**config.mk**
```make
export PLATFORM = sky130hd
export DESIGN_NAME = agu_nd
export DESIGN_NICKNAME = d
export VERILOG_FILES = /design/src/rtl/agu_pkg.sv /design/src/rtl/agu_dim_counter.sv /design/src/rtl/agu_nd.sv
export SDC_FILE = /design/constraint.sdc
export NUM_CORES = 1
export LEC_CHECK = 0
export ABC_CLOCK_PERIOD_IN_PS = 5400
export CORE_MARGIN = 4
export CORE_UTILIZATION = 40
export CTS_CLUSTER_DIAMETER = 40
export DETAILED_ROUTE_END_ITERATION = 12
export PLACE_DENSITY_LB_ADDON = 0.3
export SLEW_MARGIN = 40
export SYNTH_ARGS = -nofsm -noshare
export SYNTH_HDL_FRONTEND = slang
export SYNTH_SLANG_ARGS = --single-unit
```
**constraint.sdc**
```tcl
create_clock -name clk -period 5.4 [get_ports clk]
set_input_delay 0.81 -clock clk [delete_from_list [all_inputs] [get_ports clk]]
set_output_delay 0.81 -clock clk [all_outputs]
set_load 0.01 [all_outputs]
```
**src/rtl/agu_pkg.sv**
```systemverilog
// agu_pkg: shared state type and dimension limit for the address generators
package agu_pkg;
    typedef enum logic {IDLE, RUN} agu_state_t;
    localparam int AGU_MAX_DIMS = 4;
endpackage

```
**src/rtl/agu_dim_counter.sv**
```systemverilog
// agu_dim_counter: one loop dimension -- index counter, offset accumulator, end-of-range flag
module agu_dim_counter #(
    parameter int W = 32
) (
    input  logic         clk,
    input  logic         rst_n,
    input  logic         load,
    input  logic         adv,
    input  logic [W-1:0] count,
    input  logic [W-1:0] stride,
    output logic [W-1:0] offset,
    output logic         at_end
);
    logic [W-1:0] idx, idx_last, stride_q;
    assign at_end = idx == idx_last;
    always_ff @(posedge clk or negedge rst_n) begin
        if (!rst_n) begin
            idx      <= '0;
            idx_last <= '0;
            stride_q <= '0;
            offset   <= '0;
        end else if (load) begin
            idx      <= '0;
            offset   <= '0;
            idx_last <= (count == '0) ? '0 : count - W'(1);
            stride_q <= stride;
        end else if (adv) begin
            idx    <= at_end ? '0 : idx + W'(1);
            offset <= at_end ? '0 : offset + stride_q;
        end
    end
endmodule

```
**src/rtl/agu_nd.sv**
```systemverilog
// agu_nd: N-dimensional nested-loop address generator with valid/ready output.
// Optional per-dimension wrap flags (dim_last) are enabled by defining AGU_ND_DIM_LAST_EN.
module agu_nd
    import agu_pkg::*;
#(
    parameter int W    = 32,
    parameter int DIMS = 3
) (
    input  logic              clk,
    input  logic              rst_n,
    input  logic [W-1:0]      base,
    input  logic [DIMS*W-1:0] count,
    input  logic [DIMS*W-1:0] stride,
    input  logic              start,
    input  logic              ready,
    output logic              valid,
    output logic [W-1:0]      addr,
    output logic              last,
    output logic              busy
`ifdef AGU_ND_DIM_LAST_EN
    ,output logic [DIMS-1:0]  dim_last
`endif
);
    agu_state_t  state, state_nx;
    logic [W-1:0]    base_q;
    logic [W-1:0]    off [DIMS];
    logic [DIMS-1:0] at_end;
    logic [DIMS-1:0] adv;
    logic            load;

    if (DIMS < 1 || DIMS > AGU_MAX_DIMS) begin : g_bad_dims
        $error("agu_nd: DIMS out of range");
    end

    assign load   = state == IDLE && start;
    assign valid  = state == RUN;
    assign busy   = valid;
    assign last   = valid && &at_end;
    assign adv[0] = valid && ready;
`ifdef AGU_ND_DIM_LAST_EN
    assign dim_last = valid ? at_end : '0;
`endif

    // Each dimension carries into the next only when it wraps on an advance
    for (genvar d = 0; d < DIMS; d++) begin : g_dim
        agu_dim_counter #(.W(W)) u_dim (
            .clk    (clk),
            .rst_n  (rst_n),
            .load   (load),
            .adv    (adv[d]),
            .count  (count[d*W +: W]),
            .stride (stride[d*W +: W]),
            .offset (off[d]),
            .at_end (at_end[d])
        );
        if (d < DIMS - 1) begin : g_carry
            assign adv[d+1] = adv[d] && at_end[d];
        end
    end

    always_ff @(posedge clk or negedge rst_n) begin
        if (!rst_n) begin
            state  <= IDLE;
            base_q <= '0;
        end else begin
            state  <= state_nx;
            base_q <= load ? base : base_q;
        end
    end

    always_comb begin
        state_nx = state;
        if (load) state_nx = RUN;
        else if (last && ready) state_nx = IDLE;
    end

    always_comb begin
        addr = base_q;
        for (int i = 0; i < DIMS; i++) addr = addr + off[i];
    end
endmodule

```
# ---- After elaboration in Yosys (flattened, before gate mapping)
# Index checks and enable logic that the tools add are counted.
dict set report classes {
  add_sub_neg 12
  n_eq_ne 3
  mux 23
  n_bitwise 1
  reduce_logical 14
}
# op count
set op_table {}
lappend op_table {{two-way mux 32 bit} 21}
lappend op_table {{adder 32 bit} 6}
lappend op_table {{adder 32 x 1 -> 32 bit (second input constant)} 3}
lappend op_table {{== test 32 bit} 3}
lappend op_table {{logical NOT 32 bit} 3}
lappend op_table {{subtractor 32 x 1 -> 32 bit (second input constant)} 3}
lappend op_table {{nonzero test 2 bit} 4}
lappend op_table {{logical AND 1 bit} 6}
lappend op_table {{AND reduction 3 bit} 1}
lappend op_table {{two-way mux 1 bit} 2}
lappend op_table {{NOT 1 bit} 1}
dict set report totals {
  ff_bits 417
  inputBits 228
  elab_cells 67
}

# ---- Logic depth before layout (Yosys ltp)
# Gate-level depths: netlist (run 1).
dict set report depth {
  depth_word 6
  ltp_mapped 16
  depth_no_buf 16
}

# ---- By module
# Synthesis (run 1) repeated with hierarchy kept, for this count alone.
dict set report unflattened {
  cells_unflattened 2998
  hier_area_um2 27759.1
}
# module instances cells_per_inst area_each_um2 seq_area_each_um2
set by_module_without_submodules {}
lappend by_module_without_submodules {{agu_dim_counter (g_dim[0].u_dim)} 1 808 7795.0 3203.1}
lappend by_module_without_submodules {{agu_dim_counter (g_dim[1].u_dim)} 1 822 7647.3 3203.1}
lappend by_module_without_submodules {{agu_dim_counter (g_dim[2].u_dim)} 1 790 7569.8 3203.1}
lappend by_module_without_submodules {agu_nd 1 578 4747.1 825.8}

# ---- Worst setup path after synthesis (run 1)
# No wires, ideal clock.
dict set report synth_timing {
  kind {flip-flop to output port}
  startpoint {register g_dim[0].u_dim.offset[3]}
  endpoint {output port addr[28]}
  t_arrival_ns 3.915
  setup_slack_ns 0.675
  path_stages_with_launch 15
  n_path_buf 0
  cell_sequence {dfrtp_1 > inv_1 > fa_1 > inv_1 > fa_1 > ha_1 > and3_1 > a2111oi_2 > a31oi_1 > o21ai_1 > a21oi_1 > o41ai_2 > o21ai_0 > a2111o_1 > o211ai_1}
}
dict set report synth_via {
  elab_chain_cells 3
}
# item line
set synth_lines {}
lappend synth_lines {{start: declaration} agu_dim_counter.sv:11} ;# output logic [W-1:0] offset,
lappend synth_lines {{start signal: assignment} agu_dim_counter.sv:29} ;# offset <= at_end ? '0 : offset + stride_q;
lappend synth_lines {{adder 32 bit (3 in series)} agu_nd.sv:79} ;# for (int i = 0; i < DIMS; i++) addr = addr + off[i];
lappend synth_lines {{end: declaration} agu_nd.sv:17} ;# output logic [W-1:0] addr,
# No other way between the ends.

# ---- Worst setup path in the final report (run 1)
dict set report layout_timing {
  startpoint {register base_q[1]}
  endpoint {output port addr[31]}
}
dict set report layout_via {
  elab_chain_cells 3
}
# item line
set layout_lines {}
lappend layout_lines {{start: declaration} agu_nd.sv:25} ;# logic [W-1:0] base_q;
lappend layout_lines {{start signal: assignment} agu_nd.sv:67} ;# base_q <= load ? base : base_q;
lappend layout_lines {{adder 32 bit (3 in series)} agu_nd.sv:79}
# No other way between the ends.

==> flow_summary.json, run 1 <==
{
  "worst_slack_ns": -0.115,
  "grt_start_max_net_pins": 130,
  "tritoncts": "done",
  "dpl.hpwl_um": 58300,
  "ys_top_cells_by_area": "sky130_fd_sc_hd__dfrtp_1, sky130_fd_sc_hd__nand2_1, sky130_fd_sc_hd__xor2_1",
  "ys_warn_count": 0,
  "data_arrival_time_at_the_worst_slack_endpoint_ns": 4.71,
  "net_count_synth": 3513,
  "grt_usage": 0.217,
  "register_cell_area_after_layout_um2": 10400,
  "share_of_the_synthesized_area_in_compound_gates_ao_oa_aoi_oai": 0.158,
  "num-fill-cells": 6245,
  "fp.dieH_um": 268,
  "synth.cell_area_um2": 27000,
  "ys_ff_latch": 417,
  "maxCapViolCount": 0,
  "yosys.cell_types.count": 82,
  "mostFrequentLayoutCells": "sky130_fd_sc_hd__nand2_1, sky130_fd_sc_hd__dfrtp_1, sky130_fd_sc_hd__o21ai_0, sky130_fd_sc_hd__clkdlybuf4s50_1, sky130_fd_sc_hd__inv_1",
  "max_freq_ghz": 0.181,
  "rr_endpoint": "g_dim[1].u_dim.offset[31]",
  "area_delta_synth_final_pct": 25.4,
  "slew_at_the_pin_closest_to_its_max_slew_limit_ns": 0.797,
  "floorplan.initialDensity": 0.407,
  "worst-r2r-setup-slack_ns": 1.77,
  "clock_path_buffers": 3,
  "grt_pass1_wl_um": 124000,
  "min_period_ns": 5.52,
  "normalized_max_slew_margin": 0.467,
  "synth-simple-area-share": 0.189,
  "unrepaired_setup_endpoints_after_global_routing": "true",
  "postSynthAreaPerCell_um2": 8.72,
  "synth_ff_type": "sky130_fd_sc_hd__dfrtp_1",
  "synth_cells": 3090,
  "crit_path_end_kind": "output port",
  "grt.overflow.total": 0,
  "detail-route-antenna-nets": 0,
  "timing.critical_path.from_type": "flop",
  "launch_point_of_the_critical_path": "base_q[1]",
  "area_of_the_core_um2": 66200,
  "detailed_route_wire_length_per_cell_um": 18.2,
  "cts.reportedPaths.clkPinSlew_ns": 0.05,
  "row_count": 94,
  "post_drt_via_cell_ratio": 5.30,
  "cellPowerDensity_nw_per_um2": 761,
  "critical_path_type": "reg2out",
  "vdd_ir_drop_max_mv": 0.785,
  "cp-endpoint": "addr[31]",
  "place_congestion": 0.906,
  "leakage_power_total_uw": 0.0159,
  "totalPowerFinal_uw": 25700,
  "die-area_um2": 71600,
  "numClockSinks": 417,
  "synth_top_area_share": 0.387,
  "antenna_found_initial": 3,
  "detailedRoute.firstIterationViolations": 1637,
  "run_status": "complete, but fails checks",
  "share_of_synthesized_area_occupied_by_flip_flops_and_latches": 0.387,
  "yosys.area_share.adder": 0.109,
  "layout_commonest_cell": "sky130_fd_sc_hd__nand2_1",
  "grt_pass1_vias": 22800,
  "async_flop_share": 1.00,
  "drive_above_1_share": 0.0850,
  "hold_viol_final": 0,
  "main_combinational_cell_family_by_area_after_synthesis": "simple AND/OR/NAND/NOR gates",
  "via_count": 22900,
  "drc": 0,
  "crit_required_ns": 4.59,
  "hp-class": "in2async",
  "routed_wl_um": 78300,
  "timing.final.setup_violations": 2,
  "final_net_count": 3806,
  "clock-root-buffer": "sky130_fd_sc_hd__clkbuf_16",
  "timing.clock.skew_ns": 0.0345,
  "ctsHoldBuffers": 0,
  "die_width_um": 268,
  "synth.mux.area_fraction": 0.000743,
  "h-tree-depth": 3,
  "clock_insertion_delay_worst_skew_ns": 0.63,
  "slew_violations": 0,
  "boundaryPins": 263,
  "multiInputGateArea_um2": 15500,
  "place_ws_ns": -0.134,
  "synth_xor_area_frac": 0.109,
  "timing.reg2reg.worst_path_depth": 11,
  "rr_startpoint": "g_dim[1].u_dim.offset[1]",
  "placement.io_buffers": 262,
  "numCtsBuffers": 80,
  "synth_top_cell_by_area": "sky130_fd_sc_hd__dfrtp_1",
  "final_min_period_over_clock_period": 1.02,
  "synth_enable_flop_cells": 0,
  "failing_checks": "negative setup slack",
  "cp_max_fo": 3,
  "final_core_density": 0.510,
  "detailedRoute.firstPassIterationCount": 7
}
worst max-delay path, stage by stage, from the launching register on:
cell and delay [ns]:
sky130_fd_sc_hd__dfrtp_1 0.32, sky130_fd_sc_hd__inv_1 0.07, sky130_fd_sc_hd__fa_1 0.53, sky130_fd_sc_hd__inv_1 0.05, sky130_fd_sc_hd__fa_1 0.48, sky130_fd_sc_hd__ha_2 0.18
sky130_fd_sc_hd__inv_2 0.05, sky130_fd_sc_hd__fa_2 0.42, sky130_fd_sc_hd__nor2b_4 0.17, sky130_fd_sc_hd__o2111ai_4 0.15, sky130_fd_sc_hd__a211oi_4 0.32, sky130_fd_sc_hd__o211a_1 0.27
sky130_fd_sc_hd__buf_6 0.11, sky130_fd_sc_hd__a41o_4 0.26, sky130_fd_sc_hd__a211oi_4 0.08, sky130_fd_sc_hd__o31ai_1 0.24, sky130_fd_sc_hd__a21oi_1 0.11, sky130_fd_sc_hd__xnor2_1 0.14
sky130_fd_sc_hd__buf_2 0.15
synth_stat cells, types with 6 or more instances:
cell type,number
sky130_fd_sc_hd__a221oi_1,6
sky130_fd_sc_hd__dfrtp_1,417
sky130_fd_sc_hd__nand2_1,570
sky130_fd_sc_hd__o21ai_0,244
sky130_fd_sc_hd__ha_1,130
sky130_fd_sc_hd__nor2b_1,18
sky130_fd_sc_hd__nor2_1,185
sky130_fd_sc_hd__nor4_1,47
sky130_fd_sc_hd__nand4_1,33
sky130_fd_sc_hd__o31ai_1,34
sky130_fd_sc_hd__and3_1,42
sky130_fd_sc_hd__a211oi_1,14
sky130_fd_sc_hd__clkbuf_1,103
sky130_fd_sc_hd__or3_1,14
sky130_fd_sc_hd__o21a_1,13
sky130_fd_sc_hd__xor2_1,191
sky130_fd_sc_hd__fa_1,65
sky130_fd_sc_hd__or4_1,18
sky130_fd_sc_hd__inv_1,217
sky130_fd_sc_hd__o21bai_1,16
sky130_fd_sc_hd__o211ai_1,10
sky130_fd_sc_hd__nor3_1,42
sky130_fd_sc_hd__nand2b_1,14
sky130_fd_sc_hd__xnor2_1,143
sky130_fd_sc_hd__nand3b_1,8
sky130_fd_sc_hd__and4_1,16
sky130_fd_sc_hd__a22o_1,9
sky130_fd_sc_hd__and2_1,12
sky130_fd_sc_hd__o22ai_1,50
sky130_fd_sc_hd__a21oi_1,139
sky130_fd_sc_hd__a31oi_1,22
sky130_fd_sc_hd__nand3_1,75
sky130_fd_sc_hd__a21o_1,67
metal layers:
layer  routed length (um)  track usage  vias up  share of wire
li1                     -            -    11200              -
met1                35200        0.296    10900           0.45
met2                36300        0.351      593           0.46
met3                 4190       0.0389      139          0.053
met4                 2690       0.0741        4          0.034
met5                   27            0        -        0.00034
flip-flops by register name, summed over array words and instances (netlist names):
register,flops
g_dim.u_dim.idx,96
g_dim.u_dim.idx_last,96
g_dim.u_dim.offset,96
g_dim.u_dim.stride_q,96
base_q,32
busy,1
area by class of cell:
class | count | share of cell area
Tap cell | 864 | 0.0320
Clock inverter | 50 | 0.0181
Multi-Input combinational cell | 2340 | 0.460
Antenna cell | 1 | 0.0000740
Inverter | 217 | 0.0241
Clock buffer | 95 | 0.0648
Sequential cell | 417 | 0.309
Timing Repair Buffer | 327 | 0.0925
timing repair:
item                       in CTS  in global routing
cloned                          0                  0
resized for setup              69                 40
buffers inserted                5                  4
setup endpoints to repair      20                 17
pin swaps                      20                 19
worst min path at each step:
| stage | from | end | slack [ns] | cells past startpoint |
|---|---|---|---|---|
| after floorplan | g_dim[0].u_dim.stride_q[0] | g_dim[0].u_dim.stride_q[0] | 0.45 | 2 |
| after global placement | g_dim[0].u_dim.stride_q[26] | g_dim[0].u_dim.stride_q[26] | 0.47 | 2 |
| after detailed placement | g_dim[1].u_dim.stride_q[3] | g_dim[1].u_dim.stride_q[3] | 0.47 | 2 |
| after CTS | rst_n | g_dim[2].u_dim.stride_q[18] | 0.16 | 1 |
| after global routing | rst_n | g_dim[2].u_dim.stride_q[16] | 0.18 | 1 |
| final | rst_n | g_dim[2].u_dim.stride_q[25] | 0.16 | 1 |
logic make-up after synthesis:
| logic type | after synthesis |
|---|---|
| simple gates | 1118 |
| mux | 2 |
| xor+xnor | 334 |
| buf+inv | 333 |
| compound gates | 691 |
| fa+ha+maj | 195 |
| flops | 417 |
metrics by stage:
| stage | setup TNS (ns) | hold WS (ns) | cell area [um2] | std cells |
|---|---|---|---|---|
| 2_1_floorplan | 0 | 0.452 | 27000 | 3090 |
| 3_3_place_gp | -0.0540 | 0.474 | 30700 | 4155 |
| 3_5_place_dp | -0.349 | 0.471 | 30700 | 4156 |
| 4_1_cts | -0.182 | 0.156 | 33700 | 4306 |
| 5_1_grt | -1.54 | 0.177 | 33800 | 4310 |
| 6_report | -0.220 | 0.159 | 33800 | 4311 |
where the power goes:
| part | total [uW] | switching (uW) | leakage [uW] | internal (uW) |
|---|---|---|---|---|
| registers | 4630 | 660 | 0.00534 | 3970 |
| clock network | 5130 | 1850 | 0.00136 | 3280 |
| logic | 15900 | 8710 | 0.00917 | 7240 |
(Power assumes the default switching activity.)
==> inputs of run 2 (changes only) <==
--- a/config.mk
+++ b/config.mk
@@ -6,12 +6,12 @@
 export NUM_CORES = 1
 export LEC_CHECK = 0
 export ABC_CLOCK_PERIOD_IN_PS = 5400
-export CORE_MARGIN = 4
+export CORE_MARGIN = 1
 export CORE_UTILIZATION = 40
 export CTS_CLUSTER_DIAMETER = 40
 export DETAILED_ROUTE_END_ITERATION = 12
-export PLACE_DENSITY_LB_ADDON = 0.3
-export SLEW_MARGIN = 40
+export PLACE_DENSITY = 0.68
+export SLEW_MARGIN = 20
 export SYNTH_ARGS = -nofsm -noshare
 export SYNTH_HDL_FRONTEND = slang
 export SYNTH_SLANG_ARGS = --single-unit
==> flow_summary.json, run 2 (synthesis gave the netlist of run 1 again) <==
{
  "run_status": "complete, but fails checks",
  "failing_checks": "negative setup slack",
  "slew_violations": 0,
  "unrepaired_setup_endpoints_after_global_routing": "true",
  "drc": 0,
  "timing.final.setup_violations": 5,
  "timing.critical_path.from_type": "flop",
  "placement.io_buffers": 262,
  "detailroute.wirelength.met3_um": 4050,
  "grt_pass1_vias": 22800,
  "timing.clock.skew_ns": 0.0244,
  "die_width_um": 262,
  "layout_commonest_cell": "sky130_fd_sc_hd__nand2_1",
  "finalNonFillerCells": 4331,
  "via_count": 23300,
  "drive_above_1_share": 0.0894,
  "crit_required_ns": 4.59,
  "numCtsBuffers": 84,
  "mostFrequentLayoutCells": "sky130_fd_sc_hd__nand2_1, sky130_fd_sc_hd__dfrtp_1, sky130_fd_sc_hd__o21ai_0",
  "wirelength_met1_um": 34800,
  "row_count": 94,
  "clock-root-buffer": "sky130_fd_sc_hd__clkbuf_16",
  "floorplan.initialDensity": 0.407,
  "cts.reportedPaths.clkPinSlew_ns": 0.05,
  "maxCapViolCount": 0,
  "vdd_ir_drop_max_mv": 0.701,
  "clock_path_buffers": 3,
  "final_min_period_over_clock_period": 1.02,
  "die-area_um2": 68400,
  "hp-class": "in2async",
  "holdWs_ns": 0.194,
  "tritoncts": "done",
  "h-tree-depth": 3,
  "grt_usage": 0.231,
  "max_freq_ghz": 0.182,
  "cp_max_fo": 3,
  "antenna_found_initial": 2,
  "topRoutingLayerUsed": "met5",
  "area_of_the_core_um2": 66200,
  "slew_at_the_pin_closest_to_its_max_slew_limit_ns": 1.07,
  "critical_path_type": "reg2out",
  "leakage_power_total_uw": 0.0160,
  "post_drt_via_cell_ratio": 5.37,
  "cellPowerDensity_nw_per_um2": 769,
  "crit_path_end_kind": "output port",
  "detailedRoute.firstIterationViolations": 1712,
  "final_net_count": 3819,
  "fp.dieH_um": 262,
  "numClockSinks": 417,
  "place_congestion": 0.945,
  "grt_pass1_wl_um": 124000,
  "min_period_ns": 5.50,
  "num-fill-cells": 6158,
  "clock_insertion_delay_worst_skew_ns": 0.63,
  "grt.overflow.total": 0,
  "detailed_route_wire_length_per_cell_um": 18.0,
  "antenna_fix_cells": 0,
  "grt_start_max_net_pins": 131,
  "data_arrival_time_at_the_worst_slack_endpoint_ns": 4.69,
  "multiInputGateArea_um2": 15500,
  "detailedRoute.firstPassIterationCount": 6,
  "met2RoutedLength_um": 36700,
  "normalized_max_slew_margin": 0.287,
  "worst_slack_ns": -0.100,
  "hold_viol_final": 0,
  "dpl.hpwl_um": 57800,
  "detail-route-antenna-nets": 0,
  "routed_wl_um": 78200,
  "boundaryPins": 263,
  "register_cell_area_after_layout_um2": 10400,
  "area_delta_synth_final_pct": 25.8,
  "place_inst": 4157
}
run 2: path summary, 6_finish.rpt:
kind                                              from                     endpoint  slack (ns)  depth (start not counted)
min in group clk           g_dim[1].u_dim.stride_q[28]  g_dim[1].u_dim.stride_q[28]        0.48                          2
max reg2reg                   g_dim[1].u_dim.offset[2]    g_dim[1].u_dim.offset[29]        1.58                         13
max                           g_dim[0].u_dim.offset[1]                     addr[29]       -0.10                         17
max in group asynchronous                        rst_n       g_dim[1].u_dim.idx[25]        3.98                          2
min                                              rst_n  g_dim[2].u_dim.stride_q[23]        0.19                          1
min reg2reg                g_dim[1].u_dim.stride_q[28]  g_dim[1].u_dim.stride_q[28]        0.48                          2
run 2: per-stage QoR:
step	setup TNS [ns]	cell area (um2)	power [uW]	utilization	setup slack, ns
finish	-0.264	33900	26100	0.512	-0.100
detailed placement	-0.203	30700	20200	0.464	-0.111
global placement	-0.0216	30700	20100	0.464	-0.0152
CTS	-0.252	33800	25800	0.510	-0.109
global route	-2.32	33900	28000	0.512	-0.275
floorplan	0	27000	13900	-	0.675
run 2: critical path, stage by stage (launching register included):
cell and delay, ns:
sky130_fd_sc_hd__dfrtp_1 0.34, sky130_fd_sc_hd__inv_1 0.08, sky130_fd_sc_hd__fa_1 0.52, sky130_fd_sc_hd__inv_1 0.05, sky130_fd_sc_hd__fa_1 0.48, sky130_fd_sc_hd__ha_2 0.18
sky130_fd_sc_hd__inv_2 0.04, sky130_fd_sc_hd__fa_2 0.37, sky130_fd_sc_hd__nor2b_4 0.16, sky130_fd_sc_hd__o2111ai_4 0.16, sky130_fd_sc_hd__a211oi_4 0.30, sky130_fd_sc_hd__o211a_1 0.27
sky130_fd_sc_hd__a41o_1 0.31, sky130_fd_sc_hd__a211oi_2 0.14, sky130_fd_sc_hd__o31ai_1 0.26, sky130_fd_sc_hd__a21oi_1 0.11, sky130_fd_sc_hd__xnor2_1 0.14, sky130_fd_sc_hd__buf_2 0.15
run 2: cell type report:
class                   count  share of cell area
clock buffers              98              0.0668
repair buffers            336              0.0933
multi-input cells        2340               0.457
inverters                 217              0.0240
well taps                 864              0.0319
flip-flops and latches    417               0.308
clock inverters            59              0.0196
run 2: per-layer routing:
metal	global-route usage	up-vias
li1	-	11300
met1	0.311	11200
met2	0.377	661
met3	0.0337	144
met4	0.0798	4
met5	0	-
run 2: power by group:
| group | internal, uW | switching (uW) | total [uW] |
|---|---|---|---|
| clock | 3410 | 1940 | 5350 |
| combinational | 7340 | 8770 | 16100 |
| sequential | 3970 | 666 | 4630 |
run 2: repair_timing:
action                     CTS  global route
resized for setup           72            41
setup endpoints to repair   20            21
buffers inserted            11             6
pin swaps                   27            19
hold endpoints to repair     0             0
hold buffers                 0             0
==> inputs of run 3 (changes only) <==
--- a/config.mk
+++ b/config.mk
@@ -7,10 +7,10 @@
 export LEC_CHECK = 0
 export ABC_CLOCK_PERIOD_IN_PS = 5400
 export CORE_MARGIN = 1
-export CORE_UTILIZATION = 40
+export CORE_UTILIZATION = 55
 export CTS_CLUSTER_DIAMETER = 40
 export DETAILED_ROUTE_END_ITERATION = 12
-export PLACE_DENSITY = 0.68
+export PLACE_DENSITY = 0.86
 export SLEW_MARGIN = 20
 export SYNTH_ARGS = -nofsm -noshare
 export SYNTH_HDL_FRONTEND = slang
==> flow_summary.json, run 3 (synthesis gave the netlist of run 1 again) <==
{
  "h-tree-depth": 3,
  "area_of_the_core_um2": 48000,
  "grt_pass1_wl_um": 125000,
  "totalPowerFinal_uw": 26000,
  "unrepaired_setup_endpoints_after_global_routing": "true",
  "crit_required_ns": 4.59,
  "mostFrequentLayoutCells": "sky130_fd_sc_hd__nand2_1, sky130_fd_sc_hd__dfrtp_1, sky130_fd_sc_hd__o21ai_0",
  "placement.io_buffers": 262,
  "row_count": 80,
  "critical_path_type": "reg2out",
  "worst_slack_ns": -0.228,
  "via_count": 24300,
  "min_period_ns": 5.63,
  "drive_above_1_share": 0.0834,
  "cts.reportedPaths.clkPinSlew_ns": 0.06,
  "ctsHoldBuffers": 0,
  "grt_pass1_vias": 23800,
  "post_drt_via_cell_ratio": 5.97,
  "grt.overflow.total": 0,
  "leakage_power_total_uw": 0.0158,
  "fp.dieH_um": 223,
  "detail-route-antenna-nets": 0,
  "critical-path-slowest-cell": "sky130_fd_sc_hd__fa_1",
  "tritoncts": "done",
  "clock_path_buffers": 3,
  "run_status": "complete, but fails checks",
  "die_width_um": 223,
  "register_cell_area_after_layout_um2": 10400,
  "num-fill-cells": 3517,
  "detailedRoute.firstPassIterationCount": 6,
  "timing.critical_path.cells": "inv_2 > fa_1 > inv_2 > fa_1 > ha_2 > inv_2 > fa_2 > nor2b_4 > o2111ai_4 > a211oi_2 > o211a_1 > buf_6 > a41o_4 > a211oi_4 > buf_4 > o31ai_4 > a21oi_2 > xnor2_1 > buf_2",
  "numCtsBuffers": 71,
  "place_ws_ns": -0.0859,
  "layout_commonest_cell": "sky130_fd_sc_hd__nand2_1",
  "data_arrival_time_at_the_worst_slack_endpoint_ns": 4.82,
  "area_delta_synth_final_pct": 23.5,
  "cp_max_fo": 3,
  "timing.critical_path.from_type": "flop",
  "timing.clock.skew_ns": 0.0347,
  "drc": 0,
  "crit_path_end_kind": "output port",
  "vdd_ir_drop_max_mv": 0.880,
  "rr_startpoint": "g_dim[1].u_dim.offset[1]",
  "placement.cell_area_um2": 30300,
  "max_stage_delay_ns": 0.52,
  "rr_endpoint": "g_dim[1].u_dim.offset[29]",
  "grt_start_max_net_pins": 124,
  "worst-r2r-setup-slack_ns": 1.57,
  "slew_violations": 0,
  "clock-root-buffer": "sky130_fd_sc_hd__clkbuf_16",
  "routed_wl_um": 79100,
  "max_freq_ghz": 0.178,
  "cellPowerDensity_nw_per_um2": 781,
  "hp-class": "in2async",
  "grt_usage": 0.315,
  "slew_at_the_pin_closest_to_its_max_slew_limit_ns": 1.04,
  "antenna_found_initial": 4,
  "floorplan.initialDensity": 0.561,
  "hold_viol_final": 0,
  "final_net_count": 3808,
  "critical-path-top-delay-family": "adder cells",
  "failing_checks": "negative setup slack",
  "place_congestion": 0.956,
  "maxCapViolCount": 0,
  "detailed_route_wire_length_per_cell_um": 19.5,
  "clock_insertion_delay_worst_skew_ns": 0.63,
  "timing.final.setup_violations": 9,
  "worstPathBufferInverterCount": 6,
  "multiInputGateArea_um2": 15500,
  "numClockSinks": 417,
  "normalized_max_slew_margin": 0.301,
  "worst_path_most_repeated_cell": "sky130_fd_sc_hd__inv_2",
  "dpl.hpwl_um": 54900,
  "final_min_period_over_clock_period": 1.04,
  "holdWs_ns": 0.198,
  "boundaryPins": 263,
  "fin_area_um2": 33300,
  "launch_point_of_the_critical_path": "g_dim[1].u_dim.offset[1]",
  "fin_tns_setup_ns": -1.29,
  "die-area_um2": 49900,
  "detailedRoute.firstIterationViolations": 2433,
  "timing.reg2reg.worst_path_depth": 12
}
==> run 3: worst max-delay path by stage <==
stage | to | slack, ns | cells past startpoint
6_report | addr[31] | -0.23 | 19
5_1_grt | addr[31] | -0.38 | 19
4_1_cts | addr[28] | -0.28 | 16
3_5_place_dp | addr[28] | -0.09 | 15
3_3_place_gp | addr[28] | 0.03 | 15
2_1_floorplan | addr[28] | 0.68 | 14
==> run 3: stage by stage <==
stage               utilization  cells
detailed placement        0.631   3895
CTS                       0.688   4045
global placement          0.631   3895
global route              0.693   4058
finish                    0.693   4060
floorplan                     -   3090
==> run 3: final cells by class <==
cell class,instances,area share
sequential,417,0.313
timing repair buffer,338,0.0956
inverter,217,0.0245
tap,615,0.0231
multi-input combinational,2340,0.466
clock buffer,84,0.0573
clock inverter,46,0.0194
antenna,3,0.000225
==> run 3: timing repair <==
action                     in CTS  in global routing
gates resized for setup        75                 44
pin swaps                      25                 33
setup buffers                  20                 14
setup endpoints to repair      20                 19
==> run 3: layer usage <==
metal / share of wire / global-route usage / wire, um
met3: 0.068 / 0.0527 / 5350
met1: 0.40 / 0.404 / 32000
met2: 0.47 / 0.509 / 37200
met4: 0.057 / 0.174 / 4510
met5: 0.00037 / 0 / 29
==> run 3: worst register-to-register path, cell delays in order (launching register included) <==
cell and delay, ns:
sky130_fd_sc_hd__dfrtp_1 0.42, sky130_fd_sc_hd__buf_4 0.15, sky130_fd_sc_hd__buf_4 0.14, sky130_fd_sc_hd__ha_1 0.28
sky130_fd_sc_hd__a211o_1 0.33, sky130_fd_sc_hd__a211oi_1 0.42, sky130_fd_sc_hd__o31a_1 0.32, sky130_fd_sc_hd__o22ai_1 0.22
sky130_fd_sc_hd__a221oi_1 0.43, sky130_fd_sc_hd__a21oi_1 0.22, sky130_fd_sc_hd__a311oi_1 0.44, sky130_fd_sc_hd__xnor2_1 0.12
sky130_fd_sc_hd__a22o_1 0.20
==> run 3: where the power goes <==
part	total (uW)	internal, uW	switching (uW)
clock network	4850	3100	1740
registers	4650	3970	687
logic	16500	7430	9060
